--- src/rtl/usbdev_remote_wake_ctrl_pkg.sv ---
// Shared types and default timing for the USB remote-wakeup sequencer.
package usbdev_pkg;

  typedef enum logic [2:0] {
    WkIdle     = 3'd0,
    WkArm      = 3'd1,
    WkDriveK   = 3'd2,
    WkRelease  = 3'd3,
    WkWaitHost = 3'd4
  } wake_state_e;

  localparam int unsigned IdleMinUsDef     = 5000;
  localparam int unsigned DriveKUsDef      = 2000;
  localparam int unsigned HostTimeoutUsDef = 25000;
  localparam int unsigned TimerWDef        = 15;

  function automatic int unsigned max3(input int unsigned a, input int unsigned b,
                                       input int unsigned c);
    int unsigned m;
    m = (a > b) ? a : b;
    return (m > c) ? m : c;
  endfunction

endpackage

--- src/rtl/usbdev_remote_wake_ctrl_if.sv ---
// Signal bundle between software/link detector (master) and the wakeup sequencer (slave).
interface usbdev_remote_wake_ctrl_if;
  import usbdev_pkg::*;

  logic        us_tick_i;
  logic        wake_req_i;
  logic        wake_abort_i;
  logic        link_suspend_i;
  logic        link_active_i;
  logic        link_reset_i;
  logic        link_disconnect_i;
  logic        drive_k_o;
  logic        resume_link_active_o;
  logic        wake_busy_o;
  logic        wake_done_o;
  logic        wake_fail_o;
  wake_state_e wake_state_o;

  modport master (
    output us_tick_i, wake_req_i, wake_abort_i, link_suspend_i,
           link_active_i, link_reset_i, link_disconnect_i,
    input  drive_k_o, resume_link_active_o, wake_busy_o, wake_done_o,
           wake_fail_o, wake_state_o
  );

  modport slave (
    input  us_tick_i, wake_req_i, wake_abort_i, link_suspend_i,
           link_active_i, link_reset_i, link_disconnect_i,
    output drive_k_o, resume_link_active_o, wake_busy_o, wake_done_o,
           wake_fail_o, wake_state_o
  );

endinterface

--- src/rtl/usbdev_remote_wake_ctrl_us_timer.sv ---
// Microsecond tick counter with synchronous clear; hit flags count == limit.
module usbdev_us_timer #(
  parameter int unsigned TimerW = 15
) (
  input  logic              clk,
  input  logic              rst,
  input  logic              clr,
  input  logic              en,
  input  logic [TimerW-1:0] limit,
  output logic              hit
);

  logic [TimerW-1:0] count;

  always_ff @(posedge clk or posedge rst) begin
    if (rst) begin
      count <= '0;
    end else if (clr) begin
      count <= '0;
    end else if (en) begin
      count <= count + TimerW'(1);
    end
  end

  assign hit = (count == limit);

endmodule

--- src/rtl/usbdev_remote_wake_ctrl.sv ---
// Device-initiated USB remote wakeup: enforce bus idle, drive K, release, hand over to host.
// All outputs registered; reset asserts asynchronously and releases through a 2-flop synchronizer.
module usbdev_remote_wake_ctrl
  import usbdev_pkg::*;
#(
  parameter int unsigned IdleMinUs     = IdleMinUsDef,
  parameter int unsigned DriveKUs      = DriveKUsDef,
  parameter int unsigned HostTimeoutUs = HostTimeoutUsDef,
  parameter int unsigned TimerW        = TimerWDef
) (
  input logic                      clk_48mhz_i,
  input logic                      rst_i,
  usbdev_remote_wake_ctrl_if.slave bus
);

  if ((64'd1 << TimerW) <= 64'(max3(IdleMinUs, DriveKUs, HostTimeoutUs))) begin : g_timer_w_chk
    $error("TimerW is too narrow for the configured phase lengths");
  end

  // Terminal counts are N-1 so that each phase spans exactly N ticks.
  localparam logic [TimerW-1:0] IdleTc = TimerW'(IdleMinUs - 1);
  localparam logic [TimerW-1:0] DriveTc = TimerW'(DriveKUs - 1);
  localparam logic [TimerW-1:0] HostTc = TimerW'(HostTimeoutUs - 1);

  logic [1:0] rst_q;
  logic       rst;

  always_ff @(posedge clk_48mhz_i or posedge rst_i) begin
    if (rst_i) begin
      rst_q <= 2'b11;
    end else begin
      rst_q <= {rst_q[0], 1'b0};
    end
  end

  assign rst = rst_q[1];

  wake_state_e       state;
  logic              drive_k;
  logic              resume_pulse;
  logic              busy;
  logic              done_pulse;
  logic              fail_pulse;

  logic              abort_hit;
  logic              done_hit;
  logic              counting;
  logic              tmr_en;
  logic              tmr_clr;
  logic              tmr_hit;
  logic              tmr_expire;
  logic              leave;
  logic [TimerW-1:0] tmr_lim;

  assign abort_hit = bus.wake_abort_i | bus.link_reset_i | bus.link_disconnect_i;

  // A bus reset seen together with link active is the host finishing resume, not an abort.
  assign done_hit = (state == WkWaitHost) & bus.link_active_i &
                    ~bus.wake_abort_i & ~bus.link_disconnect_i;

  always_comb begin
    tmr_lim  = '0;
    counting = 1'b0;
    case (state)
      WkArm: begin
        tmr_lim  = IdleTc;
        counting = bus.link_suspend_i;
      end
      WkDriveK: begin
        tmr_lim  = DriveTc;
        counting = 1'b1;
      end
      WkWaitHost: begin
        tmr_lim  = HostTc;
        counting = 1'b1;
      end
      default: begin
        tmr_lim  = '0;
        counting = 1'b0;
      end
    endcase
  end

  assign tmr_en     = bus.us_tick_i & counting;
  assign tmr_expire = tmr_en & tmr_hit;
  assign leave      = (state != WkIdle) &
                      (abort_hit | done_hit | tmr_expire | (state == WkRelease));
  // Idle holds the timer at zero so every phase starts from a clean count.
  assign tmr_clr    = (state == WkIdle) | leave |
                      ((state == WkArm) & ~bus.link_suspend_i);

  usbdev_us_timer #(
    .TimerW(TimerW)
  ) u_timer (
    .clk  (clk_48mhz_i),
    .rst  (rst),
    .clr  (tmr_clr),
    .en   (tmr_en),
    .limit(tmr_lim),
    .hit  (tmr_hit)
  );

  always_ff @(posedge clk_48mhz_i or posedge rst) begin
    if (rst) begin
      state        <= WkIdle;
      drive_k      <= 1'b0;
      resume_pulse <= 1'b0;
      busy         <= 1'b0;
      done_pulse   <= 1'b0;
      fail_pulse   <= 1'b0;
    end else begin
      resume_pulse <= 1'b0;
      done_pulse   <= 1'b0;
      fail_pulse   <= 1'b0;
      if (state == WkIdle) begin
        if (bus.wake_req_i && !bus.wake_abort_i) begin
          state <= WkArm;
          busy  <= 1'b1;
        end
      end else if (done_hit) begin
        state      <= WkIdle;
        busy       <= 1'b0;
        drive_k    <= 1'b0;
        done_pulse <= 1'b1;
      end else if (abort_hit) begin
        state      <= WkIdle;
        busy       <= 1'b0;
        drive_k    <= 1'b0;
        fail_pulse <= 1'b1;
      end else begin
        case (state)
          WkArm: begin
            if (tmr_expire) begin
              state   <= WkDriveK;
              drive_k <= 1'b1;
            end
          end
          WkDriveK: begin
            if (tmr_expire) begin
              state        <= WkRelease;
              drive_k      <= 1'b0;
              resume_pulse <= 1'b1;
            end
          end
          WkRelease: begin
            state <= WkWaitHost;
          end
          WkWaitHost: begin
            if (tmr_expire) begin
              state      <= WkIdle;
              busy       <= 1'b0;
              fail_pulse <= 1'b1;
            end
          end
          default: begin
            state   <= WkIdle;
            busy    <= 1'b0;
            drive_k <= 1'b0;
          end
        endcase
      end
    end
  end

  assign bus.drive_k_o            = drive_k;
  assign bus.resume_link_active_o = resume_pulse;
  assign bus.wake_busy_o          = busy;
  assign bus.wake_done_o          = done_pulse;
  assign bus.wake_fail_o          = fail_pulse;
  assign bus.wake_state_o         = state;

endmodule

--- src/flat_wrapper.sv ---
// flat-port wrapper written by rule: the top's interface ports become plain ports
module usbdev_remote_wake_ctrl_flat import usbdev_pkg::*;
#(
  parameter int unsigned IdleMinUs     = IdleMinUsDef,
  parameter int unsigned DriveKUs      = DriveKUsDef,
  parameter int unsigned HostTimeoutUs = HostTimeoutUsDef,
  parameter int unsigned TimerW        = TimerWDef
)
  (clk_48mhz_i, rst_i, bus_us_tick_i, bus_wake_req_i, bus_wake_abort_i, bus_link_suspend_i, bus_link_active_i, bus_link_reset_i, bus_link_disconnect_i, bus_drive_k_o, bus_resume_link_active_o, bus_wake_busy_o, bus_wake_done_o, bus_wake_fail_o, bus_wake_state_o);
  usbdev_remote_wake_ctrl_if bus_i ();
  input logic clk_48mhz_i;
  input logic rst_i;
  input wire logic [$bits(bus_i.us_tick_i)-1:0] bus_us_tick_i;
  input wire logic [$bits(bus_i.wake_req_i)-1:0] bus_wake_req_i;
  input wire logic [$bits(bus_i.wake_abort_i)-1:0] bus_wake_abort_i;
  input wire logic [$bits(bus_i.link_suspend_i)-1:0] bus_link_suspend_i;
  input wire logic [$bits(bus_i.link_active_i)-1:0] bus_link_active_i;
  input wire logic [$bits(bus_i.link_reset_i)-1:0] bus_link_reset_i;
  input wire logic [$bits(bus_i.link_disconnect_i)-1:0] bus_link_disconnect_i;
  output wire logic [$bits(bus_i.drive_k_o)-1:0] bus_drive_k_o;
  output wire logic [$bits(bus_i.resume_link_active_o)-1:0] bus_resume_link_active_o;
  output wire logic [$bits(bus_i.wake_busy_o)-1:0] bus_wake_busy_o;
  output wire logic [$bits(bus_i.wake_done_o)-1:0] bus_wake_done_o;
  output wire logic [$bits(bus_i.wake_fail_o)-1:0] bus_wake_fail_o;
  output wire logic [$bits(bus_i.wake_state_o)-1:0] bus_wake_state_o;
  assign bus_i.us_tick_i = bus_us_tick_i;
  assign bus_i.wake_req_i = bus_wake_req_i;
  assign bus_i.wake_abort_i = bus_wake_abort_i;
  assign bus_i.link_suspend_i = bus_link_suspend_i;
  assign bus_i.link_active_i = bus_link_active_i;
  assign bus_i.link_reset_i = bus_link_reset_i;
  assign bus_i.link_disconnect_i = bus_link_disconnect_i;
  assign bus_drive_k_o = bus_i.drive_k_o;
  assign bus_resume_link_active_o = bus_i.resume_link_active_o;
  assign bus_wake_busy_o = bus_i.wake_busy_o;
  assign bus_wake_done_o = bus_i.wake_done_o;
  assign bus_wake_fail_o = bus_i.wake_fail_o;
  assign bus_wake_state_o = bus_i.wake_state_o;
  usbdev_remote_wake_ctrl #(.IdleMinUs(IdleMinUs), .DriveKUs(DriveKUs), .HostTimeoutUs(HostTimeoutUs), .TimerW(TimerW)) u_core (.clk_48mhz_i(clk_48mhz_i), .rst_i(rst_i), .bus(bus_i));
endmodule
--- config.mk ---
export PLATFORM = sky130hd
export DESIGN_NAME = usbdev_remote_wake_ctrl_flat
export DESIGN_NICKNAME = d
export VERILOG_FILES = /design/src/rtl/usbdev_remote_wake_ctrl_pkg.sv /design/src/rtl/usbdev_remote_wake_ctrl_if.sv /design/src/rtl/usbdev_remote_wake_ctrl_us_timer.sv /design/src/rtl/usbdev_remote_wake_ctrl.sv /design/src/flat_wrapper.sv
export SDC_FILE = /design/constraint.sdc
export NUM_CORES = 1
export LEC_CHECK = 0
export CAP_MARGIN = 20
export CELL_PAD_IN_SITES_DETAIL_PLACEMENT = 1
export CELL_PAD_IN_SITES_GLOBAL_PLACEMENT = 2
export CORE_ASPECT_RATIO = 2
export CORE_MARGIN = 8
export CORE_UTILIZATION = 31
export DETAILED_ROUTE_END_ITERATION = 7
export PLACE_DENSITY = 0.87
export SLEW_MARGIN = 10
export SYNTH_ARGS = -nofsm -noshare
export SYNTH_HDL_FRONTEND = slang
export SYNTH_SLANG_ARGS = --single-unit
--- constraint.sdc ---
create_clock -name clk_48mhz_i -period 0.8 [get_ports clk_48mhz_i]
set_input_delay 0.08 -clock clk_48mhz_i [delete_from_list [all_inputs] [get_ports clk_48mhz_i]]
set_output_delay 0.08 -clock clk_48mhz_i [all_outputs]
set_load 0.02 [all_outputs]
Word level (Yosys, flattened, before mapping) --
Cells that the tools add are included.
Word-level totals: register bits after elaboration 25, bits of input ports 9
Operators by class: reduce and logical (&&, ||, !) cells 11, equality and inequality tests 13, bitwise operators 18, multiplexer cells 33, add/sub/neg operators 1
Operators with widths (count):
- one-hot mux 15 bit (3 select lines) | 1
- two-way mux 15 bit | 2
- two-way mux 3 bit | 7
- two-way mux 1 bit | 19
- adder 15 x 1 -> 15 bit, second input constant | 1
- == test 15 bit | 1
- != test 4 x 1 -> 1 bit, second input constant | 3
- one-hot mux 3 bit (4 select lines) | 1
- != test 5 x 1 -> 1 bit, second input constant | 2
- AND reduction 4 bit | 2
- bitwise AND 1 bit | 7
- OR 1 bit | 7
- == test 3 x 2 -> 1 bit, second input constant | 2
- != test 5 x 2 -> 1 bit, second input constant | 1
- inverter 1 bit | 4
- one-hot mux 1 bit (2 select lines) | 2
- OR reduction 2 bit | 2
- == test 3 x 1 -> 1 bit, second input constant | 1
- == test 3 bit, second input constant | 1
- logical NOT 3 bit | 1
- != test 3 x 1 -> 1 bit, second input constant | 1
- one-hot mux 1 bit (3 select lines) | 1
- AND reduction 3 bit | 1
- nonzero test 3 bit | 1
- 5 further kinds | 5

Depth between registers and ports, before layout --
Gate-level depths: netlist of the first run.
depth after elaboration 11, gate-level depth with buffers 10, gate-level depth less buffers 6

Modules after synthesis --
Synthesis of the first run repeated with hierarchy kept, for this count alone.
Unflattened totals: cell total of the unflattened synthesis 160, area, all modules 1532.7 µm²
Modules (own cells, without submodules):
- usbdev_us_timer | area each 929.6 µm², instances 1, cells an instance 98
- usbdev_remote_wake_ctrl | area each 603.1 µm², instances 1, cells an instance 62

Worst setup path after synthesis of the first run --
OpenSTA, ideal clock, no wires.
path type reg2reg, from register u_core.state[2] (netlist: u_core.bus.wake_state_o[2]), to register u_core.state[0] (netlist: u_core.bus.wake_state_o[0]), required time 0.718 ns, clock period less this slack 2.459 ns, cell stages (with the launch flop) 9, path slack -1.659 ns, data arrival time 2.377 ns, path buffers 2, cells stage by stage dfrtp_1 -> buf_2 -> or3b_1 -> nor2_1 -> o221ai_2 -> or4b_4 -> buf_6 -> or3_1 -> a31oi_1
Between the ends: word-level cells in the longest chain between the ends 7, elaborated cells between the ends (all ways) 23, classes of those cells 9 x eq/ne; 6 x mux; 5 x bitwise; 3 x reduce/logical
RTL lines:
- from (decl) | line usbdev_remote_wake_ctrl.sv:38 | wake_state_e state;
- from (signal assigned) | line usbdev_remote_wake_ctrl.sv:105 | state <= WkIdle;
- from (signal assigned) | line usbdev_remote_wake_ctrl.sv:117 | state <= WkArm;
- from (signal assigned) | line usbdev_remote_wake_ctrl.sv:121 | state <= WkIdle;
- parallel branches: the longest is 7 deep, another holds one-hot mux 15 bit (3 select lines)
Several ways; the timed one is not identified. A chain may end at the register's enable or synchronous reset.

Worst setup path in the final report of the first run --
from register u_core.state[1] (netlist: u_core.bus.wake_state_o[1]), to register u_core.state[0] (netlist: u_core.bus.wake_state_o[0])
The elaborated chain is that of the path after synthesis.

==> results of run 1 <==
==> cell usage in the layout, fill, tap and decap left out, drive strengths merged, types with 3 or more instances in the layout <==
cell / netlist / final
nor2: 30 / 30
and3: 3 / 3
xor2: 9 / 9
nand3: 12 / 12
nor3: 3 / 3
inv: 5 / 5
nand2b: 3 / 3
buf: 6 / 65
or3b: 3 / 3
a21oi: 6 / 6
nand4: 4 / 4
clkdlybuf4s50: 0 / 8
nand2: 6 / 6
or3: 3 / 3
and2: 4 / 4
dfrtp: 23 / 23
clkbuf: 1 / 4
xnor2: 6 / 6
==> metrics by stage <==
stage | cells | total power (W) | worst slack, ns | utilization, %
after global placement | 267 | 0.00163 | -1.45 | 43.9
final | 284 | 0.00251 | -1.64 | 52.4
after CTS | 283 | 0.00250 | -1.51 | 50.2
after floorplan | 158 | 0.00146 | -1.55 | -
after detailed placement | 267 | 0.00164 | -1.53 | 43.9
after global routing | 284 | 0.00261 | -1.67 | 52.4
==> state kept, by name, summed over array words and instances, names as in the netlist <==
register and count:
u_core.bus.drive_k_o 1, u_core.bus.resume_link_active_o 1, u_core.bus.wake_busy_o 1, u_core.bus.wake_done_o 1, u_core.bus.wake_fail_o 1, u_core.bus.wake_state_o 3
u_core.rst_q 2, u_core.u_timer.count 15
==> cells by family after synthesis <==
logic type / share of synthesized area, %
xor gates and xnor gates: 9.04
buffers and inverters: 5.08
other: 0.258
AOI/OAI and AO/OA: 10.8
muxes: 1.38
and+or+nand+nor: 29.4
adders and majority gates: 0.861
DFF: 43.2
==> worst register-to-register path: cells and delay by family (launching register included) <==
family | cells | cell delay (ns)
simple gates | 4 | 1.45
flops | 1 | 0.42
compound gates | 2 | 0.33
buf+inv | 1 | 0.13
==> worst paths after layout <==
kind,from,to,slack [ns],depth (start not counted)
hold / removal,rst_i,u_core.rst_q[0]$_DFF_PP1_,0.12,2
setup / recovery,u_core.bus.wake_state_o[1]$_DFFE_PP0P_,u_core.bus.wake_state_o[0]$_DFFE_PP0P_,-1.64,7
setup reg to reg,u_core.bus.wake_state_o[1]$_DFFE_PP0P_,u_core.bus.wake_state_o[0]$_DFFE_PP0P_,-1.64,7
hold reg to reg,u_core.rst_q[1]$_DFF_PP1_,u_core.bus.drive_k_o$_DFFE_PP0P_,0.30,2
max in group asynchronous,u_core.rst_q[1]$_DFF_PP1_,u_core.bus.wake_state_o[2]$_DFFE_PP0P_,0.34,2
min in group clk_48mhz_i,u_core.rst_q[0]$_DFF_PP1_,u_core.rst_q[1]$_DFF_PP1_,0.37,0
==> synthesized netlist by cell type (2+ instances only) <==
library cell / n
nand2b_1: 3
o22ai_1: 2
nand2_1: 6
o21ai_0: 2
or2b_1: 2
or3b_1: 2
xnor2_1: 6
nand4_1: 4
inv_1: 5
and2b_1: 2
or3_1: 3
nor2_1: 30
dfstp_2: 2
buf_6: 3
nand3_1: 12
or2_2: 2
xor2_1: 9
and2_1: 4
a21oi_1: 5
nor3_1: 3
mux2i_1: 2
dfrtp_1: 23
and3_1: 3
buf_2: 2
==> cell type report <==
| class | instances | share of cell area [%] |
|---|---|---|
| clock inverters | 1 | 0.210 |
| flip-flops and latches | 25 | 26.5 |
| multi-input cells | 121 | 40.5 |
| clock buffers | 3 | 1.73 |
| well taps | 55 | 2.88 |
| inverters | 5 | 0.786 |
| repair buffers | 74 | 27.4 |
==> where the power goes <==
group	total (W)	leakage, nW	internal (W)	switching [W]
Sequential	0.00130	0.334	0.00129	0.0000157
Combinational	0.000403	0.671	0.000212	0.000191
Clock	0.000798	0.0255	0.000350	0.000448
==> layer usage <==
metal / global-route usage [%] / vias to the layer above
li1: - / 684
met1: 12.5 / 757
met2: 30.9 / 40
met3: 2.37 / 16
met4: 7.92 / 0
met5: 0 / -
==> repair_timing <==
action	CTS	global route
buffers inserted	11	3
pin swaps	8	13
hold buffers	0	0
hold endpoints to repair	0	0
gates resized for setup	76	30
cloned	1	0
setup endpoints to repair	31	31
==> results.toml, run 1 <==
[route]
drtIter0Drc = 39
viasPerCell = 5.27
routed-wl-met2_um = 3390
drc = 0
routed_wl_um = 5610
wirelength_met1_um = 1820
wl_per_cell_um = 19.8
top_layer = "met4"
ant_nets = 0
dr_total_vias = 1497
wl_met3_um = 194
firstDrtPassIters = 4

[finish]
multi_input_area_um2 = 967
fill_cells = 516
drive_gt1_share_pct = 48.9
diodes = 0
num-nets-final = 240
seq_area_um2 = 632
design_area_um2 = 2390
syn2layout_area_growth_pct = 64.3

[logic_synthesis]
synth_warnings = 0
yosys-top-cells-area = "dfrtp_1 (40%), nor2_1 (7.8%), xor2_1 (5.4%)"
syn_area_um2 = 1450
synth_top_area_share_pct = 39.6
synth_edf_count = 0
ys_ff_latch = 25
syn_nets = 168
dominantRegCellSynth = "dfrtp_1"
synthCells = 158
yosysTopAreaCell = "dfrtp_1"
ys_types = 45
yosysSeqAreaShare_pct = 43.2
avgSynthCellArea_um2 = 9.19
async_flop_share_pct = 100

[sta]
finalCriticalPeriod_ns = 2.44
slew_violations = 0
fin_ws_ns = -1.64
setup_viol = 31
tns_ns = -34.34
fmax_mhz = 410
fin_crit_sh_pct = 305
rsz0062_at_grt = "true"
finalHoldViolCount = 0
clock_skew_ns = 0.00406
hold_slack_ns = 0.118

[placed_design]
port_buffers = 16
place_area_um2 = 2000
gp_congestion = 0.832
place_hpwl_um = 3620

[clock_network]
cts.sinks = 25
clk_pin_slew_ns = 0.09
numCtsBuffers = 3
clkLatencyLatePin_ns = 0.27
clockRootBuffer = "clkbuf_8"
clock_path_buffers = 2
cts_tree = "built"
htree_levels = 1

[worst_hold_path]
hp-class = "input port to asynchronous set/reset pin"

[die]
num_io_pins = 17
core_area_um2 = 4550
die_area_um2 = 7270
die_x_um = 64.4
die_h_um = 113
initial_core_util_pct = 31.9
rows = 35

[outcome]
violations = "setup timing"
outcome = "finished, violations left"

[setup_path]
worstPathRequired_ns = 0.98
crit_slowest_cell = "or4b_4"
worst-path-buf-inv = 1
path_max_fanout = 6
path_delay_family = "simple AND/OR/NAND/NOR gates"
worstPathArrival_ns = 2.62
crit_type = "flip-flop to flip-flop"
worstPathCellList = "buf_6, or3b_4, nor2_2, o221ai_2, or4b_4, or3_1, a31oi_1"
cpPeakStageDelay_ns = 0.52
worst_setup_path_end_kind = "flip-flop"
critPathLaunchType = "flip-flop"

[grt]
antenna_found_initial = 0
track_usage_pct = 15.0
grt_pass1_wl_um = 8600
grt_pass1_vias = 1733
grt_max_degree = 24
overflow = 0

[job]
cap_violations = 0

[power_and_ir_drop]
p_per_area_nw_per_um2 = 1050
ir_drop_v = 0.000984
power.leakage_nw = 1.03
No activity file was read; power rests on OpenSTA's default activity.
==> run 2: changes to the inputs <==
- CORE_MARGIN: 8 -> unset
==> run 2 against run 1 <==
Against the previous run:
- the run still ends with setup timing left
- die area shrank 31%
- routed wire length down 3.3%
- highest routed layer unchanged
- sequential cell count unchanged
- first-iteration DRC count is 54% lower
- sequential share of layout area up 1.5 points
- register-to-register slack improved by 0.06 ns
- critical path type unchanged
- sequential power about the same
- worst hold slack improved by 0.0034 ns
- total power fell by 1.8%
- worst setup slack improved by 0.055 ns
- via count rose by 2.1%
- design area shrank 5.3%
==> results.toml, run 2 (synthesis results as in run 1) <==
[finish]
fin_util_pct = 51.1
top_register = "u_core.u_timer.count"
final_cell_mix = "buf_4 (51), nor2_1 (27), dfrtp_1 (20), buf_6 (14), nand3_1 (11)"
largest_reg_flops = 15
multi_input_area_um2 = 811
mostFrequentLayoutCell = "buf_4"
drive_gt1_share_pct = 40.3
fill_cells = 519
syn2layout_area_growth_pct = 55.6
diodes = 0
seq_area_um2 = 632
num-nets-final = 242

[setup_path]
crit_start = "u_core.bus.wake_state_o[1]$_DFFE_PP0P_"
crit-reg2reg-launch = "u_core.bus.wake_state_o[1]$_DFFE_PP0P_"
crit_type = "flip-flop to flip-flop"
worstPathArrival_ns = 2.56
critPathLaunchType = "flip-flop"
path_delay_family = "simple AND/OR/NAND/NOR gates"
worstPathCellList = "buf_6, and2b_1, o311a_1, nand4_1, or4b_4, or3_1, a31oi_1"
worst-path-buf-inv = 1
worst_setup_path_end_kind = "flip-flop"
path_max_fanout = 7
cpPeakStageDelay_ns = 0.57
crit_slowest_cell = "or4b_4"
worstPathRequired_ns = 0.98

[sta]
tns_ns = -34.74
finalHoldViolCount = 0
finalCriticalPeriod_ns = 2.38
fmax_mhz = 420
setup_viol = 31
clock_skew_ns = 0.00569
hold_slack_ns = 0.122
fin_crit_sh_pct = 298
fin_ws_ns = -1.58
slew_violations = 0
rsz0062_at_grt = "true"

[outcome]
violations = "setup timing"
outcome = "finished, violations left"

[placed_design]
place_hpwl_um = 3510
gp_congestion = 0.804
port_buffers = 16

[grt]
grt_pass1_vias = 1806
grt_max_degree = 24
antenna_found_initial = 0
grt_pass1_wl_um = 8240
track_usage_pct = 22.5
overflow = 0

[power_and_ir_drop]
p_per_area_nw_per_um2 = 1090
p_switching_w = 0.000617
internal_power_w = 0.00184
ir_drop_v = 0.000682
power.leakage_nw = 1.04
pwr-share-seq_pct = 53.1
p_comb_share_pct = 15.5
clock_power_share_pct = 31.4
p_sw_share_pct = 25.1

[route]
viasPerCell = 5.36
routed_wl_um = 5430
ant_nets = 0
firstDrtPassIters = 4
drtIter0Drc = 18
dr_total_vias = 1528
drc = 0
wl_per_cell_um = 19.1

[die]
die_h_um = 98.8
initial_core_util_pct = 32.8
die_area_um2 = 4980
die_x_um = 50.4
rows = 34
num_io_pins = 17
core_area_um2 = 4420

[clock_network]
clockRootBuffer = "clkbuf_8"
htree_levels = 1
cts_tree = "built"
cts_hold_buf = 0
numCtsBuffers = 3
clk_pin_slew_ns = 0.09
cts.sinks = 25
clock_path_buffers = 2
clkLatencyLatePin_ns = 0.27

[job]
cap_violations = 0

[worst_hold_path]
hp-class = "input port to asynchronous set/reset pin"
## run 2: cell count changes in the layout (fill, tap and decap cells not counted), sizes merged
cell    delta
clkbuf     +1
buf        +2
clkinv     -1
## run 2: metal layers
layer	global-route usage, %	part of all wire [%]	vias to the layer above
li1	-	-	688
met1	18.4	33	767
met2	45.6	59	47
met3	2.62	2.4	26
met4	15.2	5.7	0
met5	0	0	-
## run 2: repair_timing
| item | in CTS | in global routing |
|---|---|---|
| buffers inserted | 8 | 4 |
| endpoints found under the setup margin | 31 | 31 |
| resized for setup | 68 | 1 |
| gates cloned | 0 | 1 |
| pin swaps | 5 | 4 |
## run 2: worst paths after layout
path | cells after the start | slack (ns) | to
min in group clk_48mhz_i | 0 | 0.37 | u_core.rst_q[1]$_DFF_PP1_
worst min register to register | 2 | 0.30 | u_core.u_timer.count[9]$_DFFE_PP0P_
worst min-delay path | 2 | 0.12 | u_core.rst_q[1]$_DFF_PP1_
worst max-delay path | 7 | -1.58 | u_core.bus.wake_state_o[0]$_DFFE_PP0P_
worst max register to register | 7 | -1.58 | u_core.bus.wake_state_o[0]$_DFFE_PP0P_
max in group asynchronous | 2 | 0.33 | u_core.bus.wake_state_o[2]$_DFFE_PP0P_
## run 2: worst reg2reg max path, delay by kind of cell (launching register included)
family / cells / cell delay, ns
AND/OR/NAND/NOR: 4 / 1.33
flip-flops: 1 / 0.45
buffers and inverters: 1 / 0.15
AO/OA/AOI/OAI: 2 / 0.37
## run 2: layout make-up
type                    instances  share of cell area (%)
clock buffers                   4                    1.99
repair buffers                 76                    30.3
multi-input cells             121                    35.9
flip-flops and latches         25                    28.0
well taps                      54                    2.99
inverters                       5                   0.831
## run 2: stage by stage
stage / instances / total power (W) / worst slack, ns / area (um^2)
3_5_place_dp: 269 / 0.00165 / -1.50 / 2020
3_3_place_gp: 269 / 0.00163 / -1.41 / 2020
2_1_floorplan: 158 / 0.00146 / -1.55 / 1480
5_1_grt: 285 / 0.00259 / -1.64 / 2260
4_1_cts: 281 / 0.00248 / -1.46 / 2210
6_report: 285 / 0.00246 / -1.58 / 2260
## run 2: power by group through the flow
stage | Sequential [W] | Combinational (W) | Clock [W]
floorplan | 0.00135 | 0.000119 | 0
global placement | 0.00133 | 0.000300 | 0
detailed placement | 0.00133 | 0.000313 | 0
CTS | 0.00131 | 0.000363 | 0.000807
global route | 0.00131 | 0.000405 | 0.000877
finish | 0.00131 | 0.000381 | 0.000772
==> run 3: changes to the inputs <==
- CORE_UTILIZATION: 31 -> 34
- PLACE_DENSITY: 0.87 -> 0.9
- clock period: 0.8 -> 2.3 ns (I/O delays scaled with it)
==> run 3 against run 2 <==
Against the previous run:
- the flow now finishes without violations
- total power decreased by 67%
- combinational power decreased by 74%
- design area decreased by 19%
- critical path type unchanged
==> results.toml, run 3 (synthesis results as in run 1) <==
[grt]
grt_pass1_wl_um = 6510
gr-usage-met1_pct = 17.5
grt_pass1_vias = 1525
grt_use_met2_pct = 38.6
track_usage_pct = 20.3
grt_max_degree = 24
grt.busiest_layer = "met2"
gr-usage-met3_pct = 2.68
antenna_found_initial = 0
overflow = 0

[finish]
diodes = 0
largest_reg_flops = 15
syn2layout_area_growth_pct = 26.7
fin_util_pct = 45.0
num-nets-final = 200
drive_gt1_share_pct = 20.1
final_cell_mix = "nor2_1 (28), dfrtp_1 (20), clkdlybuf4s50_1 (16), buf_4 (16), nand3_1 (12)"
top_register = "u_core.u_timer.count"
mostFrequentLayoutCell = "nor2_1"

[sta]
rsz0062_at_grt = "true"
fin_crit_sh_pct = 98.3
clock_skew_ns = 0.00760
finalHoldViolCount = 0
slew_violations = 0
relSlewSlack_pct = 56.5
hold_slack_ns = 0.284
tightest_slew_ns = 0.637
setup_viol = 0
finalCriticalPeriod_ns = 2.26
fmax_mhz = 442
fin_ws_ns = 0.0396

[die]
num_io_pins = 17
core_area_um2 = 4090
die_area_um2 = 4550
rows = 33
initial_core_util_pct = 35.5
die_h_um = 94.4
die_x_um = 48.2

[job]
cap_violations = 0

[route]
viasPerCell = 5.39
firstDrtPassIters = 4
wl_per_cell_um = 17.1
drtIter0Drc = 9
ant_nets = 0
routed_wl_um = 4110
drc = 0
dr_total_vias = 1300

[placed_design]
port_buffers = 16
gp_congestion = 0.857
place_hpwl_um = 3060
dp_slack_ns = -0.0293

[power_and_ir_drop]
power.leakage_nw = 0.770
ir_drop_v = 0.000287
p_per_area_nw_per_um2 = 446

[clock_network]
numCtsBuffers = 3
clkLatencyLatePin_ns = 0.27
cts.sinks = 25
htree_levels = 1
clk_pin_slew_ns = 0.09
cts_tree = "built"
clock_path_buffers = 2
clockRootBuffer = "clkbuf_8"

[setup_path]
critPathLaunchType = "flip-flop"
reg2reg_slack_ns = 0.04
path_max_fanout = 8
worstPathArrival_ns = 2.46
worstRegToRegCells = 6
worstPathRequired_ns = 2.49
worst_setup_path_end_kind = "flip-flop"
rr_endpoint = "u_core.bus.wake_state_o[0]$_DFFE_PP0P_"
crit_type = "flip-flop to flip-flop"
crit-reg2reg-launch = "u_core.bus.wake_state_o[0]$_DFFE_PP0P_"

[outcome]
outcome = "completed"

[worst_hold_path]
hp-class = "input port to asynchronous set/reset pin"
[run 3: per-layer routing]
metal  part of all wire, %  wire length (um)
met3                   2.1                85
met1                    34              1390
met2                    58              2400
met4                   5.7               235
met5                     0                 0
[run 3: worst max-delay path: stages (launching register included)]
cell and delay (ns):
dfrtp_2 0.48, or3b_4 0.44, a21oi_2 0.14, o221ai_2 0.10, or4b_4 0.52, or3_1 0.36
a31oi_1 0.14
[run 3: how the worst max path moves through the flow]
| stage | startpoint | cells after the start | endpoint | slack (ns) |
|---|---|---|---|---|
| 2_1_floorplan | u_core.bus.wake_state_o[2]$_DFFE_PP0P_ | 8 | u_core.bus.wake_state_o[0]$_DFFE_PP0P_ | -0.05 |
| 3_3_place_gp | bus_link_suspend_i | 7 | u_core.bus.wake_state_o[0]$_DFFE_PP0P_ | 0.04 |
| 3_5_place_dp | bus_link_suspend_i | 7 | u_core.bus.wake_state_o[0]$_DFFE_PP0P_ | -0.03 |
| 4_1_cts | u_core.bus.wake_state_o[0]$_DFFE_PP0P_ | 7 | u_core.bus.wake_state_o[0]$_DFFE_PP0P_ | 0.02 |
| 5_1_grt | u_core.bus.wake_state_o[1]$_DFFE_PP0P_ | 6 | u_core.bus.wake_state_o[0]$_DFFE_PP0P_ | -0.09 |
| 6_report | u_core.bus.wake_state_o[0]$_DFFE_PP0P_ | 6 | u_core.bus.wake_state_o[0]$_DFFE_PP0P_ | 0.04 |
[run 3: report_power, final]
group	internal [W]	leakage (nW)	switching (W)	total [W]
logic	0.0000485	0.413	0.0000491	0.0000976
registers	0.000448	0.334	0.00000606	0.000454
clock network	0.000124	0.0228	0.000145	0.000270
total	0.000621	0.770	0.000200	0.000821
[run 3: cell type report]
| class | count | area, um^2 |
|---|---|---|
| Inverter | 5 | 18.8 |
| Fill cell | 476 | 2250 |
| Clock buffer | 4 | 45.0 |
| Multi-Input combinational cell | 121 | 768 |
| Sequential cell | 25 | 632 |
| Timing Repair Buffer | 34 | 312 |
| Tap cell | 52 | 65.1 |
[run 3: timing repair]
item | CTS | global route
setup buffers | 8 | 0
gates resized for setup | 1 | 4
setup endpoints to repair | 1 | 14
pin swaps | 0 | 2
hold endpoints to repair | 0 | 0
hold buffers | 0 | 0
[run 3: stage by stage]
step | power [W] | instances | setup TNS (ns) | area, um^2
2_1_floorplan | 0.000509 | 158 | -0.0506 | 1480
3_3_place_gp | 0.000545 | 229 | 0 | 1720
3_5_place_dp | 0.000549 | 229 | -0.0293 | 1720
4_1_cts | 0.000823 | 241 | 0 | 1830
5_1_grt | 0.000853 | 241 | -0.0907 | 1840
6_report | 0.000821 | 241 | 0 | 1840
